## src/rtl/alu_pkg.sv

```systemverilog
// alu_pkg
// Shared definitions for the alu_mdu execution unit:
//   - 4-bit opcode constants for the single-cycle ALU and the iterative MDU,
//   - the handshake FSM state type (IDLE/BUSY/DONE),
//   - is_mdu_op(), which tells the top whether an opcode needs the iterative unit.
package alu_pkg;

   localparam logic [3:0] OP_AND   = 4'b0000;
   localparam logic [3:0] OP_OR    = 4'b0001;
   localparam logic [3:0] OP_ADD   = 4'b0010;
   localparam logic [3:0] OP_SGE   = 4'b0101;
   localparam logic [3:0] OP_SUB   = 4'b0110;
   localparam logic [3:0] OP_SLT   = 4'b0111;
   localparam logic [3:0] OP_MUL   = 4'b1000;
   localparam logic [3:0] OP_MULHU = 4'b1001;
   localparam logic [3:0] OP_DIVU  = 4'b1010;
   localparam logic [3:0] OP_REMU  = 4'b1011;
   localparam logic [3:0] OP_NOR   = 4'b1100;

   typedef enum logic [1:0] {
      IDLE = 2'd0,
      BUSY = 2'd1,
      DONE = 2'd2
   } state_t;

   // True for the four opcodes that are executed by the multi-cycle unit.
   function automatic logic is_mdu_op(input logic [3:0] op);
      return (op == OP_MUL) || (op == OP_MULHU) || (op == OP_DIVU) || (op == OP_REMU);
   endfunction

endpackage

```

## src/rtl/alu_iter_muldiv.sv

```systemverilog
// alu_iter_muldiv
// Iterative unsigned multiply / divide, one bit per clock.
//   MUL/MULHU : shift-add, multiplier in the low half of the shared register,
//               partial product accumulates in the high half.
//   DIVU/REMU : restoring division, dividend shifted in from the low half,
//               remainder builds in the high half, quotient bits enter at bit 0.
// Ports:
//   clk, rst   clock, synchronous active-high reset
//   start      load operands/opcode and begin (ignored fields otherwise)
//   op         opcode (only MUL/MULHU/DIVU/REMU are meaningful)
//   a, b       operands
//   done       high during the last iteration cycle; result is valid with it
//   result     selected half of the value the register takes on that edge
module alu_iter_muldiv
   import alu_pkg::*;
#(
   parameter int DATA_WIDTH = 32
) (
   input  logic                  clk,
   input  logic                  rst,
   input  logic                  start,
   input  logic [3:0]            op,
   input  logic [DATA_WIDTH-1:0] a,
   input  logic [DATA_WIDTH-1:0] b,
   output logic                  done,
   output logic [DATA_WIDTH-1:0] result
);

   localparam int W  = DATA_WIDTH;
   localparam int CW = (W > 1) ? $clog2(W) : 1;

   logic [2*W-1:0] acc_q, acc_d, acc_step;
   logic [W-1:0]   opnd_q, opnd_d;
   logic [3:0]     op_q, op_d;
   logic [CW-1:0]  count_q, count_d;
   logic           active_q, active_d;
   logic           div_op;
   logic [W:0]     add_sum;
   logic [W:0]     rem_try;

   assign div_op = (op_q == OP_DIVU) || (op_q == OP_REMU);
   assign done   = active_q && (count_q == CW'(W - 1));

   // One iteration of either algorithm. For division the trial subtraction is
   // W+1 bits wide: the shifted remainder can exceed W bits, and bit W of the
   // difference doubles as the "went negative, restore" indicator. Division by
   // zero needs no special case: every trial succeeds, giving an all-ones
   // quotient and leaving the dividend as the remainder.
   always_comb begin
      add_sum = {1'b0, acc_q[2*W-1:W]} + (acc_q[0] ? {1'b0, opnd_q} : {(W+1){1'b0}});
      rem_try = acc_q[2*W-1:W-1] - {1'b0, opnd_q};
      if (div_op) begin
         if (!rem_try[W]) begin
            acc_step = {rem_try[W-1:0], acc_q[W-2:0], 1'b1};
         end else begin
            acc_step = {acc_q[2*W-2:0], 1'b0};
         end
      end else begin
         acc_step = {add_sum, acc_q[W-1:1]};
      end
   end

   // High half holds MULHU product bits and the REMU remainder; low half holds
   // the MUL product bits and the DIVU quotient.
   assign result = ((op_q == OP_MULHU) || (op_q == OP_REMU)) ? acc_step[2*W-1:W]
                                                             : acc_step[W-1:0];

   // Load on start, otherwise iterate while active and stop after W steps.
   always_comb begin
      acc_d    = acc_q;
      opnd_d   = opnd_q;
      op_d     = op_q;
      count_d  = count_q;
      active_d = active_q;
      if (start) begin
         op_d     = op;
         count_d  = '0;
         active_d = 1'b1;
         if ((op == OP_DIVU) || (op == OP_REMU)) begin
            opnd_d = b;
            acc_d  = {{W{1'b0}}, a};
         end else begin
            opnd_d = a;
            acc_d  = {{W{1'b0}}, b};
         end
      end else if (active_q) begin
         acc_d   = acc_step;
         count_d = count_q + CW'(1);
         if (done) begin
            active_d = 1'b0;
         end
      end
   end

   always_ff @(posedge clk) begin
      if (rst) begin
         acc_q    <= '0;
         opnd_q   <= '0;
         op_q     <= '0;
         count_q  <= '0;
         active_q <= 1'b0;
      end else begin
         acc_q    <= acc_d;
         opnd_q   <= opnd_d;
         op_q     <= op_d;
         count_q  <= count_d;
         active_q <= active_d;
      end
   end

endmodule

```

## src/rtl/alu_mdu.sv

```systemverilog
// alu_mdu
// Handshaked execution unit: single-cycle ALU ops plus an optional iterative
// unsigned multiply/divide, with a registered result stage.
// Ports:
//   clk, rst                 clock, synchronous active-high reset
//   in_valid / in_ready      request handshake; ctrl, a, b, in_tag captured on accept
//   out_valid / out_ready    result handshake; outputs held while stalled
//   c                        result
//   zero, over, c_out        flags (over/c_out only meaningful for ADD/SUB)
//   illegal                  opcode not supported (c and flags forced to 0)
//   out_tag                  tag of the request that produced the result
module alu_mdu
   import alu_pkg::*;
#(
   parameter int DATA_WIDTH = 32,
   parameter int CTRL_BITS  = 4,
   parameter int TAG_WIDTH  = 4,
   parameter int ENABLE_MDU = 1
) (
   input  logic                  clk,
   input  logic                  rst,
   input  logic                  in_valid,
   output logic                  in_ready,
   input  logic [CTRL_BITS-1:0]  ctrl,
   input  logic [DATA_WIDTH-1:0] a,
   input  logic [DATA_WIDTH-1:0] b,
   input  logic [TAG_WIDTH-1:0]  in_tag,
   output logic                  out_valid,
   input  logic                  out_ready,
   output logic [DATA_WIDTH-1:0] c,
   output logic                  zero,
   output logic                  over,
   output logic                  c_out,
   output logic                  illegal,
   output logic [TAG_WIDTH-1:0]  out_tag
);

   localparam int W = DATA_WIDTH;

   state_t               state_q, state_d;
   logic [W-1:0]         c_q, c_d;
   logic                 zero_q, zero_d;
   logic                 over_q, over_d;
   logic                 c_out_q, c_out_d;
   logic                 illegal_q, illegal_d;
   logic [TAG_WIDTH-1:0] tag_q, tag_d;

   logic [3:0]   ctrl_lo;
   logic         ctrl_hi_zero;
   logic         mdu_ok;
   logic         accept;
   logic         mdu_start;
   logic         mdu_done;
   logic [W-1:0] mdu_result;

   logic [W:0]   add_sum;
   logic [W:0]   sub_sum;
   logic [W-1:0] alu_c;
   logic         alu_over;
   logic         alu_c_out;
   logic         alu_illegal;
   logic         alu_zero;

   // Opcodes are 4 bits; any set bit above them makes the request illegal.
   assign ctrl_lo      = ctrl[3:0];
   assign ctrl_hi_zero = ((ctrl >> 4) == '0);
   assign mdu_ok       = (ENABLE_MDU != 0) && ctrl_hi_zero && is_mdu_op(ctrl_lo);

   // A new request can enter when idle, or when the held result leaves on the
   // same edge, which gives back-to-back single-cycle throughput.
   assign in_ready  = (state_q == IDLE) || ((state_q == DONE) && out_ready);
   assign accept    = in_valid && in_ready;
   assign out_valid = (state_q == DONE);

   // Single-cycle ALU. MDU opcodes land in the default branch, so with the MDU
   // disabled they come out illegal with no extra decoding.
   always_comb begin
      alu_c       = '0;
      alu_over    = 1'b0;
      alu_c_out   = 1'b0;
      alu_illegal = 1'b0;
      add_sum     = {1'b0, a} + {1'b0, b};
      sub_sum     = {1'b0, a} + {1'b0, ~b} + {{W{1'b0}}, 1'b1};
      if (!ctrl_hi_zero) begin
         alu_illegal = 1'b1;
      end else begin
         case (ctrl_lo)
            OP_AND: alu_c = a & b;
            OP_OR:  alu_c = a | b;
            OP_NOR: alu_c = ~(a | b);
            OP_ADD: begin
               alu_c     = add_sum[W-1:0];
               alu_c_out = add_sum[W];
               alu_over  = (a[W-1] == b[W-1]) && (add_sum[W-1] != a[W-1]);
            end
            OP_SUB: begin
               alu_c     = sub_sum[W-1:0];
               alu_c_out = sub_sum[W];
               alu_over  = (a[W-1] != b[W-1]) && (sub_sum[W-1] != a[W-1]);
            end
            OP_SLT: alu_c = {{(W-1){1'b0}}, (a < b)};
            OP_SGE: alu_c = {{(W-1){1'b0}}, (a >= b)};
            default: alu_illegal = 1'b1;
         endcase
      end
      alu_zero = !alu_illegal && (alu_c == '0);
   end

   alu_iter_muldiv #(
      .DATA_WIDTH(DATA_WIDTH)
   ) u_muldiv (
      .clk    (clk),
      .rst    (rst),
      .start  (mdu_start),
      .op     (ctrl_lo),
      .a      (a),
      .b      (b),
      .done   (mdu_done),
      .result (mdu_result)
   );

   // Next-state and output-register logic. The result registers only change
   // on an accept (single-cycle op) or when the iterative unit finishes, so
   // they stay put while the consumer stalls in DONE.
   always_comb begin
      state_d   = state_q;
      c_d       = c_q;
      zero_d    = zero_q;
      over_d    = over_q;
      c_out_d   = c_out_q;
      illegal_d = illegal_q;
      tag_d     = tag_q;
      mdu_start = 1'b0;
      case (state_q)
         IDLE, DONE: begin
            if (accept) begin
               tag_d = in_tag;
               if (mdu_ok) begin
                  state_d   = BUSY;
                  mdu_start = 1'b1;
               end else begin
                  state_d   = DONE;
                  c_d       = alu_c;
                  zero_d    = alu_zero;
                  over_d    = alu_over;
                  c_out_d   = alu_c_out;
                  illegal_d = alu_illegal;
               end
            end else if ((state_q == DONE) && out_ready) begin
               state_d = IDLE;
            end
         end
         BUSY: begin
            if (mdu_done) begin
               state_d   = DONE;
               c_d       = mdu_result;
               zero_d    = (mdu_result == '0);
               over_d    = 1'b0;
               c_out_d   = 1'b0;
               illegal_d = 1'b0;
            end
         end
         default: state_d = IDLE;
      endcase
   end

   always_ff @(posedge clk) begin
      if (rst) begin
         state_q   <= IDLE;
         c_q       <= '0;
         zero_q    <= 1'b0;
         over_q    <= 1'b0;
         c_out_q   <= 1'b0;
         illegal_q <= 1'b0;
         tag_q     <= '0;
      end else begin
         state_q   <= state_d;
         c_q       <= c_d;
         zero_q    <= zero_d;
         over_q    <= over_d;
         c_out_q   <= c_out_d;
         illegal_q <= illegal_d;
         tag_q     <= tag_d;
      end
   end

   assign c       = c_q;
   assign zero    = zero_q;
   assign over    = over_q;
   assign c_out   = c_out_q;
   assign illegal = illegal_q;
   assign out_tag = tag_q;

endmodule

```

## config.mk

```make
export PLATFORM = sky130hd
export DESIGN_NAME = alu_mdu
export DESIGN_NICKNAME = d
export VERILOG_FILES = /design/src/rtl/alu_pkg.sv /design/src/rtl/alu_iter_muldiv.sv /design/src/rtl/alu_mdu.sv
export SDC_FILE = /design/constraint.sdc
export NUM_CORES = 1
export LEC_CHECK = 0
export ABC_AREA = 1
export CELL_PAD_IN_SITES_DETAIL_PLACEMENT = 1
export CELL_PAD_IN_SITES_GLOBAL_PLACEMENT = 1
export CORE_MARGIN = 2
export CORE_UTILIZATION = 46
export DETAILED_ROUTE_END_ITERATION = 16
export GPL_ROUTABILITY_DRIVEN = 0
export PLACE_DENSITY_LB_ADDON = 0.1
export SLEW_MARGIN = 20
export SYNTH_ARGS = -nofsm -noshare
export SYNTH_HDL_FRONTEND = slang
export SYNTH_SLANG_ARGS = --single-unit
export TNS_END_PERCENT = 20
```

## constraint.sdc

```tcl
create_clock -name clk -period 9.4 [get_ports clk]
set_input_delay 2.82 -clock clk [delete_from_list [all_inputs] [get_ports clk]]
set_output_delay 2.82 -clock clk [all_outputs]
set_load 0.01 [all_outputs]
```

* Yosys cells after proc, flatten, opt, wreduce, memory -nomap -nowiden
Cells that the tools add are included.
Word-level totals: flip-flop bits (word level) 148, bits of input ports 76, output and inout port bits 42, word-level logic and storage cells 114
Operators by class: $add $sub $neg 6, magnitude comparators 2, eq/ne operators 24, mux-type cells 41, bitwise operators 4, reductions and logical operators 25
Operators by type and width (count):
- 64-bit two-way mux | 4
- 32-bit two-way mux | 7
- 32-bit case mux with 7 select lines | 1
- 32-bit by 32-bit adder with 33-bit output | 2
- 32-bit zero test | 2
- 32-bit NOT | 2
- 32-bit case mux with 2 select lines | 1
- 32-bit by 33-bit adder with 33-bit output | 1
- 33-bit by 1-bit adder with 33-bit output, second input constant | 1
- 33-bit by 32-bit subtractor with 33-bit output | 1
- 32-bit bitwise AND | 1
- 4-bit == test, second input constant | 8
- 32-bit greater-or-equal comparator | 1
- 32-bit < comparator | 1
- 32-bit bitwise OR | 1
- 1-bit two-way mux | 17
- 4-bit by 3-bit == test with 1-bit output, second input constant | 3
- 1-bit case mux with 2 select lines | 6
- 2-bit two-way mux | 4
- 1-bit logical OR | 7
- 7-bit OR reduction | 1
- 1-bit logical AND | 6
- 2-bit inequality test, second input constant | 3
- 5-bit by 1-bit adder with 5-bit output, second input constant | 1
- other kinds (15) | 20

* Depth between registers and ports, before layout
word-level depth 9, depth in mapped cells 27, mapped depth without buffers 26

* Cells and area by module
Synthesis repeated with hierarchy kept, for this count alone.
Unflattened totals: cells, all modules 3557, area total of the unflattened synthesis 19637.6 um^2
Modules (own cells, without submodules):
- alu_iter_muldiv | instances 1, cells an instance 1946, area an instance 10866.7 um^2, sequential area each 2122.0 um^2
- alu_mdu | instances 1, cells an instance 1611, area an instance 8770.9 um^2, sequential area each 840.8 um^2

* Worst setup path after synthesis
No wires, ideal clock.
path kind input to output, start in out_ready, end out in_ready, arrival time 3.158 ns, path slack 3.422 ns, stages on the path 2, buffers on the path 0, cells stage by stage nor2_1 -> nor2_1
On the way: word-level cells in the longest chain between the ends 2
Ends and longest elaborated chain:
- start: declaration | RTL line alu_mdu.sv:29 | input logic out_ready,
- 1-bit logical AND | RTL line alu_mdu.sv:71 | assign in_ready = (state_q == IDLE) || ((state_q == DONE) && out_ready);
- 1-bit logical OR | RTL line alu_mdu.sv:71
- end: declaration | RTL line alu_mdu.sv:23 | output logic in_ready,
No other way between the ends.

* Final worst setup path
Ends and elaborated chain as after synthesis.

==> impl_summary.log <==
INFO  metric synth-seq-cells = between 100 and 150
INFO  metric design.die.area = between 0.04 and 0.05 mm²
INFO  metric critPathKind = primary input to primary output
INFO  metric cp_slowest_stage_delay = just over 600 ps
INFO  metric synth_edf_count = 0
INFO  metric length_in_cells_of_the_worst_reg_to_reg_path = 21
INFO  metric critPathCapture = in_ready
INFO  metric clock_tree.root_cell = sky130_fd_sc_hd__clkbuf_16
INFO  metric run_status = finished clean
INFO  metric final.period_utilization = roughly three quarters
INFO  metric worst-r2r-setup-slack = just under 5000 ps
INFO  metric max-cap-violations = 0
INFO  metric clock_sink_count = roughly 150
INFO  metric synth-main-ff-cell = sky130_fd_sc_hd__dfxtp_1
INFO  metric viasPerCell = between 5 and 6
INFO  metric core_area = approximately 0.040 mm²
INFO  metric detail_route.wirelength = ~84 mm
INFO  metric power_density = 108 mW/mm²
INFO  metric final_layout_size_suffix_gt1_share = 3.60%
INFO  metric cts.path.max_buffers = 2
INFO  metric async_flop_share = 0%
INFO  metric die_x = around 200 µm
INFO  metric tightest_slew = ~1100 ps
INFO  metric post_syn_nets = 3570
INFO  metric worst_setup_path_startpoint = out_ready
INFO  metric hold_path_class = flop to flop
INFO  metric ios = ~120
INFO  metric ys_seq_area_share = approximately 16%
INFO  metric final.setup_skew = 8.75 ps
INFO  metric syn_area_per_cell = 5.59 µm²
INFO  metric synth_warnings = 0
INFO  metric cp_slowest_cell = sky130_fd_sc_hd__clkdlybuf4s50_1
INFO  metric critical_path.cell_chain = clkdlybuf4s50_1 > nor2_1 > nor2_1 > clkdlybuf4s50_1
INFO  metric io_buffer_count = between 100 and 150
INFO  metric max_slew_margin = approximately a quarter
INFO  metric timing.final.setup_violations = 0
INFO  metric peakVddDrop = ~0.00013 V
INFO  metric placementRows = 73
INFO  metric final.setup.tns = 0 ps
INFO  metric skew_pair_late_insertion_delay = 450 ps
INFO  metric kind_of_capture_point_of_the_worst_setup_path = primary output
INFO  metric clock_tree.htree_level_count = 4
INFO  metric postSynthCellCount = roughly 3300
INFO  metric synth.distinct_cells = 57
INFO  metric antenna_found_initial = 3
INFO  metric holdWs = about 430 ps
INFO  metric cts_tree = built
INFO  metric route.detailed.drc = 0
INFO  metric critPathArrivalTime = between 4000 and 5000 ps
INFO  metric route.detailed.wl_per_inst = about 22 µm
INFO  metric gr-total-overflow = 0
INFO  metric area.growth.synth_to_final = 11.3%
INFO  metric mostFrequentLayoutCells = sky130_fd_sc_hd__nand2_1 (1016), sky130_fd_sc_hd__inv_1 (453), sky130_fd_sc_hd__nor2_1 (338)
INFO  metric finalMaxSlewViolations = 0
INFO  metric crit_required = about 6600 ps
INFO  metric die_height = 205 µm
INFO  metric detailedRoute.firstIterationViolations = around 1900
INFO  metric initial_core_utilization = 46.7%
INFO  metric final.fill_count = between 5000 and 6000
INFO  metric dp_hpwl = ~67 mm
INFO  metric layout.nets = 3595
INFO  metric cts_post_setup_buffers_inserted = 0
INFO  metric cts_hold_buffers = 0
INFO  metric cts_inserted_buffers = 17
INFO  metric cts_resizes = 0
INFO  metric grt_max_degree = between 80 and 90
INFO  metric worstSetupPathDepth = 4
INFO  metric grt_first_pass_wirelength = roughly 130 mm
INFO  metric worstReg2RegStart = u_muldiv.acc_q[0]
INFO  metric crit_fanout = 6
INFO  metric clk_pin_slew = 70 ps
INFO  metric cp-start-kind = primary input
INFO  metric setup_repair_after_global_routing_missed_its_margin = false
INFO  metric timing.hold.worst.start = u_muldiv.op_q[2]
INFO  metric power_leakage = between 10 and 15 nW
INFO  metric min_period = a little over 7000 ps
INFO  metric max_freq = about 0.14 GHz
INFO  metric worst-path-buf-inv = 2
INFO  metric layout.cells.most_common = sky130_fd_sc_hd__nand2_1
INFO  metric hold_viol = 0
INFO  metric cell_family_contributing_the_most_delay_on_the_critical_path = buffers and inverters
INFO  metric ant_nets = 0
INFO  metric mapped_area = approximately 0.019 mm²
INFO  metric drtPass1Iterations = 6
INFO  metric vias = 23319
INFO  metric vias_in_the_first_global_route = around 24000
INFO  metric worst_reg2reg_endpoint = zero
INFO  metric grt_util_all_layers = 39.6%
worst min path at each step:
stage	endpoint	slack (ps)	depth (start not counted)
final	u_muldiv.op_q[2]	430	2
after global routing	u_muldiv.op_q[2]	450	2
after CTS	u_muldiv.op_q[2]	430	2
after detailed placement	u_muldiv.op_q[2]	420	2
after global placement	u_muldiv.op_q[2]	420	2
after floorplan	u_muldiv.op_q[2]	410	2
logic make-up after synthesis:
group	share of synthesized area, %
flip-flops	15.9
AO/OA/AOI/OAI	18.9
XOR/XNOR	0.989
adder cells (fa/ha/maj)	11.5
AND/OR/NAND/NOR	40.1
buffers and inverters	12.4
multiplexers	0.161
synth_stat cells (11+ instances only):
cell	count	area share (%)
sky130_fd_sc_hd__nor3_1	29	0.78
sky130_fd_sc_hd__nand2_1	1018	21
sky130_fd_sc_hd__clkbuf_1	90	1.8
sky130_fd_sc_hd__nand3b_1	19	0.77
sky130_fd_sc_hd__nand2_2	11	0.37
sky130_fd_sc_hd__ha_1	165	11
sky130_fd_sc_hd__or2_2	21	0.71
sky130_fd_sc_hd__nand4_1	28	0.94
sky130_fd_sc_hd__xnor2_1	14	0.66
sky130_fd_sc_hd__a221oi_1	29	1.4
sky130_fd_sc_hd__nand3_1	287	7.7
sky130_fd_sc_hd__o21ai_0	158	4.3
sky130_fd_sc_hd__a21oi_1	268	7.2
sky130_fd_sc_hd__buf_2	26	0.70
sky130_fd_sc_hd__nor2_1	342	6.9
sky130_fd_sc_hd__inv_1	454	9.2
sky130_fd_sc_hd__dfxtp_1	148	16
sky130_fd_sc_hd__a211oi_1	63	2.5
sky130_fd_sc_hd__o211ai_1	14	0.57
flip-flops by register name (all words and copies together) (netlist names):
register           count
u_muldiv.opnd_q       32
zero                   1
c_out                  1
u_muldiv.acc_q        64
out_tag                4
u_muldiv.active_q      1
u_muldiv.count_q       5
state_q                2
illegal                1
over                   1
c                     32
u_muldiv.op_q          4
layer usage:
metal  global-route usage (%)  part of all wire (%)
met5                        0                 0.031
met1                     48.0                    41
met3                     4.93                   6.2
met2                     67.2                    46
met4                     22.8                   6.1
worst min-delay path, cell delays in order (launching register included):
cell and delay [ps]:
sky130_fd_sc_hd__dfxtp_1 310, sky130_fd_sc_hd__inv_1 50, sky130_fd_sc_hd__nor2_1 30
final cells by class:
type	instances	area [µm²]	share of cell area (%)
flip-flops and latches	148	2960	14.3
multi-input cells	2582	13400	64.7
diodes	1	2.50	0.0121
clock buffers	17	425	2.05
inverters	465	1750	8.43
repair buffers	136	1310	6.33
clock inverters	15	205	0.991
well taps	525	657	3.17
through the flow:
| stage | instance area, µm² | instances | setup WS (ps) | power [mW] | utilization (%) |
|---|---|---|---|---|---|
| global placement | 20100 | 3856 | 2400 | 1.44 | 50.4 |
| global route | 20700 | 3888 | 2260 | 2.33 | 52.0 |
| CTS | 20700 | 3888 | 2340 | 2.22 | 52.0 |
| detailed placement | 20100 | 3856 | 2360 | 1.47 | 50.4 |
| floorplan | 18600 | 3325 | 3420 | 1.18 | - |
| finish | 20700 | 3889 | 2330 | 2.24 | 52.0 |
report_power, final:
part | switching [mW] | internal (mW) | leakage [nW]
registers | 0.0185 | 0.653 | 1.20
clock network | 0.304 | 0.446 | 0.300
logic | 0.571 | 0.247 | 8.98
Power figures use the tool's default switching activity.
